==> src/rtl/mef_contador_pkg.sv <==
// Shared definitions for the bottling-line controllers: handshake states,
// box size and BCD digit width.
package mef_contador_pkg;

    typedef enum logic {
        IDLE = 1'b0,
        ACK  = 1'b1
    } estado_t;

    localparam int GARRAFAS_POR_CAIXA = 12;
    localparam int BCD_W              = 4;

endpackage

==> src/rtl/contador_bcd_duzias.sv <==
// Dozens counter kept in binary and BCD side by side, saturating at a limit.
// A clear and an increment on the same edge leave the count at one.
module contador_bcd_duzias
    import mef_contador_pkg::*;
(
    input  logic             clk,
    input  logic             reset,
    input  logic             inc,
    input  logic             clr,
    input  logic [6:0]       sat_limit,
    output logic [6:0]       binario,
    output logic [BCD_W-1:0] dezenas,
    output logic [BCD_W-1:0] unidades,
    output logic             estouro
);

    logic [6:0]       bin_n;
    logic [BCD_W-1:0] dez_n;
    logic [BCD_W-1:0] uni_n;

    assign estouro = inc && !clr && (binario == sat_limit);

    always_comb begin
        bin_n = binario;
        dez_n = dezenas;
        uni_n = unidades;
        if (clr) begin
            bin_n = '0;
            dez_n = '0;
            uni_n = '0;
        end
        if (inc && !estouro) begin
            bin_n = bin_n + 7'd1;
            if (uni_n == 4'd9) begin
                uni_n = '0;
                dez_n = dez_n + 4'd1;
            end else begin
                uni_n = uni_n + 4'd1;
            end
        end
    end

    always_ff @(posedge clk or negedge reset) begin
        if (!reset) begin
            binario  <= '0;
            dezenas  <= '0;
            unidades <= '0;
        end else begin
            binario  <= bin_n;
            dezenas  <= dez_n;
            unidades <= uni_n;
        end
    end

endmodule

==> src/rtl/mef_contador.sv <==
// Bottle-counting responder: four-phase handshake with the main controller,
// bottles per box, completed boxes (binary + BCD), stock alarm and overflow flag.
module mef_contador
    import mef_contador_pkg::*;
#(
    parameter int MAX_DUZIAS = 10
) (
    input  logic             clk,
    input  logic             reset,
    input  logic             count,
    input  logic             limpar,
    input  logic             esvaziar,
    output logic             cont_done,
    output logic             alarme,
    output logic [3:0]       garrafas,
    output logic [6:0]       duzias,
    output logic [BCD_W-1:0] duzias_dez,
    output logic [BCD_W-1:0] duzias_uni,
    output logic             excedente
);

    localparam logic [6:0] LIMITE    = 7'(MAX_DUZIAS);
    localparam logic [6:0] LIMITE_M1 = 7'(MAX_DUZIAS - 1);
    localparam logic [3:0] ULTIMA    = 4'(GARRAFAS_POR_CAIXA - 1);

    estado_t    estado;
    estado_t    estado_n;
    logic       inc;
    logic       caixa;
    logic       estouro;
    logic       alarme_n;

    always_ff @(posedge clk or negedge reset) begin
        if (!reset) begin
            estado <= IDLE;
        end else begin
            estado <= estado_n;
        end
    end

    // One increment per request: only the IDLE->ACK transition counts.
    always_comb begin
        estado_n = estado;
        inc      = 1'b0;
        case (estado)
            IDLE: begin
                if (count) begin
                    inc      = 1'b1;
                    estado_n = ACK;
                end
            end
            ACK: begin
                if (!count) begin
                    estado_n = IDLE;
                end
            end
            default: estado_n = IDLE;
        endcase
        if (limpar) begin
            inc      = 1'b0;
            estado_n = IDLE;
        end
    end

    assign cont_done = (estado == ACK);
    assign caixa     = inc && (garrafas == ULTIMA);

    always_comb begin
        alarme_n = alarme;
        if (esvaziar) begin
            alarme_n = caixa && (LIMITE == 7'd1);
        end else if (caixa && (duzias == LIMITE_M1)) begin
            alarme_n = 1'b1;
        end
    end

    always_ff @(posedge clk or negedge reset) begin
        if (!reset) begin
            garrafas  <= '0;
            alarme    <= 1'b0;
            excedente <= 1'b0;
        end else begin
            if (limpar || caixa) begin
                garrafas <= '0;
            end else if (inc) begin
                garrafas <= garrafas + 4'd1;
            end
            alarme <= alarme_n;
            if (esvaziar) begin
                excedente <= 1'b0;
            end else if (estouro) begin
                excedente <= 1'b1;
            end
        end
    end

    contador_bcd_duzias u_duzias (
        .clk       (clk),
        .reset     (reset),
        .inc       (caixa),
        .clr       (esvaziar),
        .sat_limit (LIMITE),
        .binario   (duzias),
        .dezenas   (duzias_dez),
        .unidades  (duzias_uni),
        .estouro   (estouro)
    );

endmodule

==> config.mk <==
export PLATFORM = sky130hd
export DESIGN_NAME = mef_contador
export DESIGN_NICKNAME = d
export VERILOG_FILES = /design/src/rtl/mef_contador_pkg.sv /design/src/rtl/contador_bcd_duzias.sv /design/src/rtl/mef_contador.sv
export SDC_FILE = /design/constraint.sdc
export NUM_CORES = 1
export LEC_CHECK = 0
export CELL_PAD_IN_SITES_DETAIL_PLACEMENT = 1
export CELL_PAD_IN_SITES_GLOBAL_PLACEMENT = 2
export CORE_ASPECT_RATIO = 0.75
export CORE_UTILIZATION = 34
export CTS_CLUSTER_DIAMETER = 40
export DETAILED_ROUTE_END_ITERATION = 16
export GPL_ROUTABILITY_DRIVEN = 1
export GPL_TIMING_DRIVEN = 0
export PLACE_DENSITY_LB_ADDON = 0.1
export SLEW_MARGIN = 5
export SYNTH_ARGS = -nofsm -noshare
export SYNTH_HDL_FRONTEND = slang
export SYNTH_HIERARCHICAL = 1
export SYNTH_SLANG_ARGS = --single-unit
export TNS_END_PERCENT = 100
==> constraint.sdc <==
create_clock -name clk -period 3.9 [get_ports clk]
set_input_delay 0.78 -clock clk [delete_from_list [all_inputs] [get_ports clk]]
set_output_delay 0.78 -clock clk [all_outputs]
set_load 0.005 [all_outputs]
# Word-level counts from Yosys, hierarchy flattened

Cells that the tools add are included.

Register bits: 22
Word-level logic and storage cells: 44
Output and inout port bits: 22

Reductions and logical operators: 11
Add/subtract/negate cells: 4
Muxes and demuxes: 18
Eq/ne operators: 4

Operators with widths:

| operator                                                        | number |
|---|---|
| 4-bit two-way mux                                               | 8 |
| 7-bit by 4-bit == test with 1-bit output, second input constant | 2 |
| 7-bit two-way mux                                               | 2 |
| 4-bit by 1-bit adder with 4-bit output, second input constant   | 3 |
| 4-bit == test, second input constant                            | 2 |
| 1-bit two-way mux                                               | 8 |
| 7-bit by 1-bit adder with 7-bit output, second input constant   | 1 |
| 2-bit nonzero test                                              | 3 |
| 1-bit logical AND                                               | 5 |
| 1-bit logical NOT                                               | 2 |
| 1-bit logical OR                                                | 1 |

# Longest topological paths before layout

Gate-level depths: netlist of run 1.

Word-level depth: 9
Gate-level depth with buffers: 9
Depth with buffers taken out: 8

# By module

Netlist of run 1, hierarchy kept.

Modules (own cells, without submodules):

| module              | area each (um2) | times used | sequential area each (um2) | cells an instance |
|---|---|---|---|---|
| contador_bcd_duzias | 928.4           | 1          | 375.4                      | 88 |
| mef_contador        | 364.1           | 1          | 175.2                      | 37 |

# Worst setup path after synthesis of run 1

No wires, ideal clock.

Path kind: input -> register
Start point: input port limpar
End point: register u_duzias.binario[1]
Stages: 7
Arrival time: 2.395 ns
Library setup time: 0.125 ns
Path slack: 1.381 ns
Path buffers: 1
Cells stage by stage: and2b_2 -> nor3b_1 -> buf_4 -> nor2b_1 -> nand4_4 -> o21ai_4 -> mux2_2

Cells in the longest elaborated chain, start to end: 7

Ends and longest elaborated chain:

| item                            | line                      | source |
|---|---|---|
| from (decl)                     | mef_contador.sv:11        | `input logic limpar,` |
| 1-bit two-way mux *             | mef_contador.sv:59        | `if (limpar) begin` |
| 1-bit logical AND *             | mef_contador.sv:66        | `assign caixa = inc && (garrafas == ULTIMA);` |
| via caixa                       | mef_contador.sv:29        | `logic caixa;` |
| 1-bit logical AND (2 in series) | contador_bcd_duzias.sv:21 | `assign estouro = inc && !clr && (binario == sat_limit);` |
| 1-bit logical NOT               | contador_bcd_duzias.sv:32 | `if (inc && !estouro) begin` |
| 1-bit logical AND *             | contador_bcd_duzias.sv:32 |  |
| 7-bit two-way mux *             | contador_bcd_duzias.sv:32 |  |
| via u_duzias.bin_n[1]           | contador_bcd_duzias.sv:17 | `logic [6:0] bin_n;` |
| to (signal assigned)            | contador_bcd_duzias.sv:49 | `binario <= bin_n;` |
| to (decl)                       | contador_bcd_duzias.sv:11 | `output logic [6:0] binario,` |

Mark *: on every way through the listed nets, which the timed path passes. The rest lies on a longest branch.
A chain may end at the register's enable or synchronous reset.

# Worst setup path in the final report of run 1

Ends and elaborated chain as after synthesis.

==> results.txt, run 1 <==
- The flow ran to the end, and the final reports show no timing, DRC or antenna violations.
* Placed cell count: 206
- Data on the critical path is required at its endpoint by 4.06 ns.
* Final-report hold violation count: 0
* Dominant cells by area after synthesis: sky130_fd_sc_hd__dfrtp_1 43%, sky130_fd_sc_hd__xnor2_1 6.8%, sky130_fd_sc_hd__nor2b_1 3.4%
- Mapped cell area: 1290 um2
- The final layout contains 169 nets.
- Biggest cell delay along the critical path: 0.49 ns
* Final Max Tran Viols: 0
- After detailed routing, the number of vias per cell comes to 5.04.
* Register area share after synthesis: 42.6%
- The die covers 4050 um2.
- The total area inside the core boundary comes to 3450 um2.
- Number of core rows: 18
- Number of buffers added by the clock tree synthesis step: 3
- Buffers added to address setup during post-CTS repair amount to 0.
* Setup crit start: limpar
- The clock reaches the later pin of the worst-skew pair after 0.26 ns.
* Clock tree buffer depth: 2
- I/O pin count: 27
- Setup repair after global routing missed its margin: no
* Pin count of the biggest net entering global routing: 23
- Leading cell types by count after synthesis: 22 x sky130_fd_sc_hd__dfrtp_1, 11 x sky130_fd_sc_hd__nor2_1, 10 x sky130_fd_sc_hd__xnor2_1, 8 x sky130_fd_sc_hd__a21oi_1, 7 x sky130_fd_sc_hd__nor2b_1
* TritonCTS clock tree: built
- Post-synthesis area per instance: 10.3 um2
* CTS clk-pin slew, worst paths: 0.08 ns
* Arr. time, crit path: 3.18 ns
- The via count of the first global-routing pass came to 1125.
- Standard cell with the maximum stage delay on the critical path: sky130_fd_sc_hd__clkdlybuf4s50_1
- Height of the die: 55.4 um
- 0 antenna diodes ended up in the layout.
* Number of nets still failing antenna checks after routing: 0
- Total wirelength of the detailed-routed design: 3070 um
- In this run the critical register-to-register path is captured at u_duzias/binario[1].
- The worst register-to-register path begins at garrafas[1].
- The largest total area in the synthesized netlist belongs to sky130_fd_sc_hd__dfrtp_1.
- The final route contains 1058 vias.
- Global routing usage summed across all routing layers: 17.2%
- Yosys printed 6 warnings.
- Number of sinks on the clock net: 22
* Drc violations: 0
- The die is 73.2 um wide.
* Worst-case headroom to the max-slew limit: 31.9%
* Antenna violations before repair: 0
- Minimum clock period: 3.02 ns
* CP max FO: 9
- In this run, the number of DRC markers left after iteration 0 of detailed routing was 41.
* Worst setup slack for register-to-register paths: 1.33 ns
* Gp weighted congestion: 0.733
- Flip-flop and latch count after synthesis: 22
- Critical Setup Path Class: in -> reg
- Across the run, the number of max-cap violations was 0.
* Max Used Layer: met4
- After technology mapping, the gate count stands at 125.
- Of all flip-flops after synthesis, the portion carrying an async set or reset was 100%.
- Wire segments on met3 add up to 120 um in the final route.
* Worst Setup Start Kind: input pin
- Setup violations remaining at the end of the flow were counted as 0.
* Met1 layer wirelength in the final routing: 1520 um
* Transition time of the tightest slew-check pin: 1.02 ns
- Timing analysis after detailed placement gives a worst setup slack of 0.597 ns.
- Dominant cell by count in the synthesized netlist: sky130_fd_sc_hd__dfrtp_1
- In this run, synthesis inferred 0 flip-flops with an integrated enable.
* Fin cells: 210
- Syn-to-layout area delta: 30.7%
- Post-CTS repair changed the size of 0 cells.
- Fraction of final layout cells sized beyond drive strength 1: 11.3%
- First-pass GRT wire length: 5330 um
* Area share of the largest cell type after synthesis: 42.6%
* Smallest setup slack after layout: 0.878 ns
- Across the routed clock network, the largest skew measured is 0.00280 ns.
- Critical path endpoint category: register
* Detail-routed net length per standard cell: 14.6 um
- Port-buffer cells: 26
* Most used flip-flop cell after synthesis: sky130_fd_sc_hd__dfrtp_1
- Share of the clock period used by the worst path after layout: 77.5%
* Routed length on met2: 1400 um
* Max Clock Freq: 331 MHz
* Critical path destination: u_duzias/binario[1]
* Leakage dissipation: 0.683 nW
* P per Cell Area: 256 nW/um2
* Clock root buffer master: sky130_fd_sc_hd__clkbuf_8
- Ordered list of cells on the worst path: clkdlybuf4s50_1 -> and2b_2 -> nor3b_1 -> buf_4 -> nor2b_1 -> nand4_4 -> o21ai_4 -> mux2_2
* HPWL reported at the end of detailed placement: 2250 um
- In this run, post-CTS hold repair placed 0 buffers.
* Drt pass-1 iters: 4
* Path category of the worst min-delay check: reg -> reg
- The worst register-to-register path has a depth of 8.
* Total negative slack for setup checks: 0 ns
- In this run the number of H-tree levels came out at 1.
* Largest voltage drop on the vdd net: 0.154 mV
* Total global routing overflow: 0
- Starting utilization of the core area: 37.5%
- After synthesis, the netlist uses 40 different library cells.
## per-stage QoR
step / utilization, % / hold slack (ns) / area [um2] / power [mW]
after floorplan: - / 0.483 / 1310 / 0.253
after CTS: 49.0 / 0.507 / 1690 / 0.440
after global routing: 49.0 / 0.527 / 1690 / 0.454
final: 49.0 / 0.506 / 1690 / 0.432
after detailed placement: 47.4 / 0.492 / 1630 / 0.271
after global placement: 47.4 / 0.477 / 1630 / 0.270
## worst min-delay path by stage
stage / from / endpoint / slack (ns) / cells after the start
global route: alarme / alarme / 0.53 / 1
floorplan: reset / alarme / 0.48 / 0
CTS: alarme / alarme / 0.51 / 1
detailed placement: alarme / alarme / 0.49 / 1
finish: alarme / alarme / 0.51 / 1
global placement: excedente / excedente / 0.48 / 2
## cell families after synthesis
| kind of cell | synth area share, % |
|---|---|
| AOI/OAI and AO/OA | 13.8 |
| xor gates and xnor gates | 8.81 |
| adders and majority gates | 2.90 |
| buffers and inverters | 2.42 |
| DFF | 42.6 |
| muxes | 3.19 |
| other | 0.581 |
| and+or+nand+nor | 25.7 |
## registers in the layout, indices dropped and copies added (netlist names)
register and count:
alarme 1, excedente 1, u_duzias/dezenas 4, garrafas 4, u_duzias/binario 7, cont_done 1, u_duzias/unidades 4
## area by class of cell
type | count | area [um2]
Multi-Input combinational cell | 101 | 729
Inverter | 4 | 15.0
Timing Repair Buffer | 26 | 260
Buffer | 3 | 16.3
Tap cell | 50 | 62.6
Clock buffer | 4 | 55.1
Fill cell | 400 | 1760
Sequential cell | 22 | 551
## cell usage in the layout (no fill, tap or decap), drive strengths merged, types with 3 or more instances in the layout
cell           Yosys  final
clkdlybuf4s50      0     26
dfrtp             22     22
nor2              11     11
xnor2             10     10
a21oi              8      8
conb               2      7
nor2b              7      7
o21ai              7      7
clkbuf             2      6
nand2              5      5
nand3              5      5
inv                4      4
or3                4      4
nand3b             3      3
ha                 3      3
xor2               3      3
mux2i              3      3
and2b              3      3
o211ai             3      3
## report_power, final
group,total [mW],switching [mW],internal (mW)
Sequential,0.232,0.00213,0.230
Combinational,0.0338,0.0194,0.0144
Clock,0.167,0.0767,0.0901
## worst max-delay path: cells and delay by family
kind            cells  cell delay (ns)
simple gates        4             0.98
buf+inv             2             0.72
mux                 1             0.38
compound gates      1             0.32
## layer usage
| metal | track usage [%] | up-vias |
|---|---|---|
| li1 | - | 510 |
| met1 | 23.4 | 524 |
| met2 | 27.0 | 20 |
| met3 | 4.56 | 4 |
| met4 | 4.48 | 0 |
| met5 | 0 | - |
(Power assumes the default switching activity.)
==> run 2, diff against run 1 <==
--- a/config.mk
+++ b/config.mk
@@ -8,7 +8,7 @@
 export CELL_PAD_IN_SITES_DETAIL_PLACEMENT = 1
 export CELL_PAD_IN_SITES_GLOBAL_PLACEMENT = 2
 export CORE_ASPECT_RATIO = 0.75
-export CORE_UTILIZATION = 34
+export CORE_UTILIZATION = 31
 export CTS_CLUSTER_DIAMETER = 40
 export DETAILED_ROUTE_END_ITERATION = 16
 export GPL_ROUTABILITY_DRIVEN = 1
==> constraint.sdc (replaced) <==
create_clock -name clk -period 3 [get_ports clk]
set_input_delay 0.6 -clock clk [delete_from_list [all_inputs] [get_ports clk]]
set_output_delay 0.6 -clock clk [all_outputs]
set_load 0.005 [all_outputs]
==> results.txt, run 2 (synthesized netlist as in run 1, its figures left out) <==
- Cell internal power was estimated by the tool at 434 uW.
* Outcome: completed
- The critical path contains buffers and inverters numbering 2 combined.
- No sink is reached through more buffers than the 2 on the longest clock path.
- The detailed router finished its first iteration with 24 violations.
- Final Max Tran Viols: 0
- Critical Setup Path Class: in -> reg
- The slowest stage of the critical path belongs to the cell sky130_fd_sc_hd__clkdlybuf4s50_1.
- Clock insertion delay at the later pin of the skew report: 0.26 ns
- Of the total power, the share spent switching nets is 22.5%.
- For this block, the via count after detailed routing is 1039.
- TritonCTS clock tree: built
- The first detailed-routing pass ran for 4 iterations.
- Port-buffer cells: 26
* Smallest setup slack after layout: 0.0922 ns
- HPWL reported at the end of detailed placement: 2360 um
- In this run the static leakage power is 0.687 nW.
- Max Clock Freq: 344 MHz
* Width of the die: 76.6 um
- Sequential share of power: 53.9%
- NumNets Final: 170
- Global routing used 15.7% of the available tracks across all layers.
- Number of nets still failing antenna checks after routing: 0
* Routed vias/inst: 4.88
- Dividing total power by cell area gives a power density of 330 nW/um2.
* Clock Power Share: 38.2%
- Summed over all nets, the switching power comes to 126 uW.
* Biggest cell delay along the critical path: 0.51 ns
* Path category of the worst min-delay check: reg -> reg
- First-pass GRT wire length: 5340 um
- Buffers inserted during post-CTS setup optimization: 0
* Detail-routed net length per standard cell: 14.6 um
- In the finished design, the share of the clock period the worst path needs comes to 96.9%.
* Vias in the first global route: 1061
- CTS clk-pin slew, worst paths: 0.08 ns
* Gate power share: 7.9%
- The finished cells cover 1700 um2.
- Hold slack: 0.513 ns
* Critical path endpoint category: register
- The initial antenna violation count is 0.
- Once the floorplan was initialized, standard cells occupied 33.8% of the core.
* Req. time, crit path: 3.15 ns
* Transition time of the tightest slew-check pin: 0.983 ns
- Syn-to-layout area delta: 31.5%
- Entering global routing, the biggest net connects 23 pins.
- Most frequent cells in the layout: 26 x sky130_fd_sc_hd__clkdlybuf4s50_1, 22 x sky130_fd_sc_hd__dfrtp_1, 11 x sky130_fd_sc_hd__nor2_1, 10 x sky130_fd_sc_hd__xnor2_1, 8 x sky130_fd_sc_hd__a21oi_1
- Most common library cell in the layout ignoring fill and taps: sky130_fd_sc_hd__clkdlybuf4s50_1
- # diodes: 0
* I/O pin count: 27
* Setup repair after global routing missed its margin: no
* Drc violations: 0
- Counting I/O delays and the setup requirement, the final critical path takes 2.91 ns.
- CP max FO: 8
* Fraction of final layout cells sized beyond drive strength 1: 11.8%
- The number of gates resized after CTS was 0.
- Number of sinks on the clock net: 22
- Final setup violation count: 0
- Worst Setup Start Kind: input pin
* Clock H-tree levels: 1
- Traced cell by cell, the critical path runs through clkdlybuf4s50_1 -> and2b_2 -> nor3b_1 -> buf_4 -> nor2b_1 -> nand4_4 -> o21ai_4 -> mux2_2.
- Post-placement worst setup slack: -0.198 ns
- Headroom to the max-slew limit came out at 34.3%.
- Global routing finished with a remaining overflow of 0.
- The layout has 448 filler cells.
- Die area: 4430 um2
* Total wirelength of the detailed-routed design: 3110 um
- Clock root buffer master: sky130_fd_sc_hd__clkbuf_8
- Total power for the finished layout comes to 560 uW.
- The tool flagged a number of max-cap violations equal to 0.
- Routability-driven placement finished with a final weighted congestion of 0.756.
- VDD sags by at most 0.220 mV.
- At the worst endpoint, the arrival time is 3.06 ns.
- The register with the most flip-flops in the layout has 7 of them.
- Family with the most delay on the worst path: simple AND/OR/NAND/NOR gates
- Hold repair after CTS inserted 0 buffers.
- The floorplan has 19 rows.
- Clock skew on the completed layout was measured at 0.00210 ns.
* Largest reg by FF count: u_duzias/binario
* Final-report hold violation count: 0
* Placeable core region: 3830 um2
* Height of the die: 57.9 um
- Clock tree synthesis inserted a total of 3 buffers.
- Placed instance area: 1640 um2
## run 2: cell types whose count changed in the layout (fill, tap and decap cells not counted), sizes merged
cell and delta:
buf +1
## run 2: path summary, 6_finish.rpt
| kind | slack (ns) | start | depth (start not counted) | to |
|---|---|---|---|---|
| min in group asynchronous | 0.87 | reset | 1 | garrafas[2] |
| max in group asynchronous | 1.53 | reset | 1 | u_duzias/dezenas[2] |
| max reg2reg | 0.39 | garrafas[0] | 8 | u_duzias/binario[1] |
| max | 0.09 | limpar | 8 | u_duzias/binario[1] |
| min reg2reg | 0.51 | excedente | 2 | excedente |
| min | 0.51 | excedente | 2 | excedente |
## run 2: final cells by class
class                      instances  area, um2  area share [%]
buffer                             3       16.3           0.957
inverter                           4       15.0           0.884
clock buffer                       4       55.1            3.24
tap                               52       65.1            3.83
multi-input combinational        101        729            42.9
sequential                        22        551            32.4
timing repair buffer              27        268            15.8
## run 2: metrics by stage
stage,utilization [%],std cells,TNS (ns)
6_report,44.4,213,0
5_1_grt,44.4,213,0
4_1_cts,44.2,212,0
3_5_place_dp,42.8,208,-1.03
3_3_place_gp,42.8,208,-0.948
2_1_floorplan,-,130,0
## run 2: power groups by stage
stage	Sequential, mW	Combinational, mW	Clock, mW
after CTS	0.302	0.0455	0.225
after global placement	0.307	0.0444	0
after global routing	0.302	0.0497	0.238
after detailed placement	0.308	0.0453	0
final	0.302	0.0444	0.214
after floorplan	0.307	0.0215	0
## run 2: layer usage
| metal | up-vias | share of wire [%] | wire (um) | track usage, % |
|---|---|---|---|---|
| met1 | 508 | 51 | 1590 | 22.6 |
| met5 | - | 0 | 0 | 0 |
| met2 | 21 | 45 | 1410 | 24.5 |
| met3 | 2 | 3.1 | 96 | 3.94 |
| met4 | 0 | 0.52 | 16 | 2.47 |
| li1 | 508 | - | - | - |
## run 2: worst register-to-register path: stages (launching register included)
cell and delay [ns]:
sky130_fd_sc_hd__dfrtp_1 0.43, sky130_fd_sc_hd__ha_1 0.22, sky130_fd_sc_hd__nand3b_1 0.15, sky130_fd_sc_hd__nor3b_1 0.34, sky130_fd_sc_hd__buf_4 0.24, sky130_fd_sc_hd__nor2b_1 0.24, sky130_fd_sc_hd__nand4_4 0.22, sky130_fd_sc_hd__o21ai_4 0.30
sky130_fd_sc_hd__mux2_2 0.36
==> run 3, diff against run 2 <==
--- a/config.mk
+++ b/config.mk
@@ -5,15 +5,14 @@
 export SDC_FILE = /design/constraint.sdc
 export NUM_CORES = 1
 export LEC_CHECK = 0
-export CELL_PAD_IN_SITES_DETAIL_PLACEMENT = 1
-export CELL_PAD_IN_SITES_GLOBAL_PLACEMENT = 2
+export ABC_AREA = 1
 export CORE_ASPECT_RATIO = 0.75
-export CORE_UTILIZATION = 31
+export CORE_UTILIZATION = 46
 export CTS_CLUSTER_DIAMETER = 40
 export DETAILED_ROUTE_END_ITERATION = 16
 export GPL_ROUTABILITY_DRIVEN = 1
 export GPL_TIMING_DRIVEN = 0
-export PLACE_DENSITY_LB_ADDON = 0.1
+export PLACE_DENSITY = 0.71
 export SLEW_MARGIN = 5
 export SYNTH_ARGS = -nofsm -noshare
 export SYNTH_HDL_FRONTEND = slang
==> results.txt, run 3 <==
- Req. time, crit path: 3.16 ns
- For this design, the CTS-stage hold fixing added 0 buffers.
- Most frequent cells in the layout: 95 x sky130_fd_sc_hd__nand2_1, 39 x sky130_fd_sc_hd__inv_1, 26 x sky130_fd_sc_hd__clkdlybuf4s50_1, 23 x sky130_fd_sc_hd__nand3_1, 23 x sky130_fd_sc_hd__nor2_1
- Standard cell with the maximum stage delay on the critical path: sky130_fd_sc_hd__clkdlybuf4s50_1
- The routed design has 3500 um of wire.
- Smallest setup slack after layout: 0.695 ns
* # diodes: 0
* Worst clock skew: 0.00813 ns
- Most common library cell in the layout ignoring fill and taps: sky130_fd_sc_hd__nand2_1
* Number of sinks on the clock net: 22
- The first detailed-routing pass ran for 4 iterations.
- Critical path endpoint category: register
* Fraction of final layout cells sized beyond drive strength 1: 9.06%
- For this run, asynchronously set or reset flops after synthesis account for 100%.
* Final core utilization: 61.0%
- Number of buffers added by the clock tree synthesis step: 3
- Summing the sequential cell areas from Yosys gives 34.9% of the chip area.
* Worst Setup Start Kind: input pin
* Leading cell types by count after synthesis: 95 x sky130_fd_sc_hd__nand2_1, 39 x sky130_fd_sc_hd__inv_1, 23 x sky130_fd_sc_hd__nand3_1, 23 x sky130_fd_sc_hd__nor2_1, 22 x sky130_fd_sc_hd__dfrtp_1
* Routed vias/inst: 4.72
- Starting utilization of the core area: 48.0%
- Number of flops mapped to enable cells by yosys: 0
- The flow ran to the end, and the final reports show no timing, DRC or antenna violations.
* HPWL reported at the end of detailed placement: 2530 um
- Number of nets still failing antenna checks after routing: 0
- Net switching power: 156 uW
- Post-cts resize count: 0
- Broken down by cell family, the worst path's largest delay share belongs to simple AND/OR/NAND/NOR gates.
- Summed over all failing endpoints, the final setup total negative slack is 0 ns.
- For this design the ratio of total power to cell area is 340 nW/um2.
- Unique masters post-synth: 27
- For this design the static power due to leakage is 1.10 nW.
- Mapped cell area: 1580 um2
- The worst-case IR drop observed on VDD is 0.284 mV.
- Synthesis produced 245 cells.
- Synthesis inferred 22 register bits.
* Worst-case headroom to the max-slew limit: 32.7%
- At the worst endpoint, the arrival time is 2.47 ns.
* Width of the die: 69.7 um
- Final setup violation count: 0
- Clock root buffer master: sky130_fd_sc_hd__clkbuf_8
- The signal on the critical path passes through clkdlybuf4s50_1 -> nor2_4 -> nand2_2 -> nor2_4 -> buf_4 -> nand2_1 -> nor2_1 -> nand2_1 -> nor2_2 -> nand2_2 -> buf_2 -> nand3_1 -> nand2_1.
- Dominant cells by area after synthesis: sky130_fd_sc_hd__dfrtp_1 35%, sky130_fd_sc_hd__nand2_1 23%, sky130_fd_sc_hd__inv_1 9.3%
- Sequential share of power: 47.1%
- Proportion of total power due to net switching: 22.9%
- Global routing usage summed across all routing layers: 22.2%
- Most used flip-flop cell after synthesis: sky130_fd_sc_hd__dfrtp_1
* Buffers inserted during post-CTS setup optimization: 0
* Clock tree buffer depth: 2
- Cell with the most instances on the worst path: sky130_fd_sc_hd__nand2_1
- Combinational logic burns 11.8% of the power.
- After clock tree synthesis, the clock-pin slew on the worst setup and hold paths is 0.09 ns.
- Clock insertion delay at the later pin of the skew report: 0.27 ns
- The final number of hold-violating endpoints came to 0.
* Die area: 3670 um2
- The finished layout holds 327 standard cells, fillers aside.
- Overall power consumption after layout is estimated at 681 uW.
- Counting both buffers and inverters, the worst setup path holds a total of 3.
* Count of warnings emitted by yosys: 6
* Number of core rows: 18
- Detail-routed net length per standard cell: 10.7 um
- Cell internal power was estimated by the tool at 525 uW.
* Setup repair after global routing missed its margin: no
- Total area of multi-input combinational cells: 865 um2
* CP max FO: 10
- NumNets Final: 296
- TritonCTS built the clock tree.
* Final Max Tran Viols: 0
- Fill cells in the final layout number 343.
* Max Clock Freq: 434 MHz
* Critical Setup Path Class: in -> reg
- Drc violations: 0
* Placed instance area: 1930 um2
* Clock Power Share: 41.1%
- Path category of the worst min-delay check: reg -> reg
- Clock H-tree levels: 1
* Height of the die: 52.7 um
- The initial antenna violation count came to 0.
* First-pass GRT wire length: 6450 um
- Post-placement worst setup slack: 0.428 ns
* 1st-iter DRT viols: 108
- Post-synthesis area per instance: 6.44 um2
- The register with the most flip-flops in the layout has 7 of them.
- Largest reg by FF count: u_duzias/binario
* Biggest cell delay along the critical path: 0.49 ns
* Port-buffer cells: 26
- Entering global routing, the biggest net connects 23 pins.
- Total global routing overflow: 0
- Gp weighted congestion: 0.838
- The finished cells cover 2010 um2.
* Cell accounting for the most synthesized area: sky130_fd_sc_hd__dfrtp_1
- Sequential Area: 551 um2
- Share of the clock period used by the worst path after layout: 76.8%
* Syn-to-layout area delta: 27.0%
- I/O pin count: 27
- Including well taps, the total number of placed cells is 323.
* Minimum clock period: 2.30 ns
- In this run the standard cell core region covers 3290 um2.
- In the post-synthesis netlist, the cell with the most instances is sky130_fd_sc_hd__nand2_1.
- Vias in the first global route: 1503
* Area share of the largest cell type after synthesis: 34.9%
* Hold slack: 0.520 ns
* Transition time of the tightest slew-check pin: 1.01 ns
- Number of max-capacitance violations reported: 0
- Summing over every cut layer, the via total after detailed routing is 1542.
==> run 3: power by group through the flow <==
stage	logic [mW]	clock network, mW	registers (mW)
global route	0.0925	0.298	0.323
detailed placement	0.0822	0	0.326
global placement	0.0796	0	0.327
floorplan	0.0390	0	0.325
CTS	0.0816	0.287	0.321
finish	0.0805	0.280	0.321
==> run 3: area by class of cell <==
cell class                      instances  area share [%]
Buffer                                  6            2.50
Multi-Input combinational cell        187            43.1
Inverter                               42            7.92
Clock inverter                          1            1.50
Sequential cell                        22            27.4
Tap cell                               40            2.50
Clock buffer                            3            2.06
Timing Repair Buffer                   26            13.0
==> run 3: logic make-up after synthesis <==
group,synth area share (%)
other,0.476
adder cells (fa/ha/maj),2.38
AND/OR/NAND/NOR,43.2
buffers and inverters,13.2
flip-flops,34.9
AO/OA/AOI/OAI,3.65
XOR/XNOR,2.22
==> run 3: worst paths after layout <==
| kind | start | slack [ns] | cells after the start | to |
|---|---|---|---|---|
| worst max register to register | garrafas[0] | 0.89 | 12 | u_duzias/binario[3] |
| worst max-delay path | limpar | 0.70 | 13 | u_duzias/binario[3] |
| worst min register to register | excedente | 0.52 | 2 | excedente |
| max in group asynchronous | reset | 1.50 | 1 | u_duzias/unidades[2] |
| worst min-delay path | excedente | 0.52 | 2 | excedente |
| min in group asynchronous | reset | 0.88 | 1 | u_duzias/binario[4] |
==> run 3: layer usage <==
layer	up-vias	wire (um)	GRT usage [%]
met1	690	1760	30.2
met5	-	0	0
li1	812	-	-
met3	4	193	4.62
met2	36	1520	37.1
met4	0	27	4.67
==> run 3: tightest hold or removal path, stage by stage (launching register included) <==
cell and delay [ns]:
sky130_fd_sc_hd__dfrtp_1 0.36, sky130_fd_sc_hd__nor2_1 0.05, sky130_fd_sc_hd__nor2_1 0.07
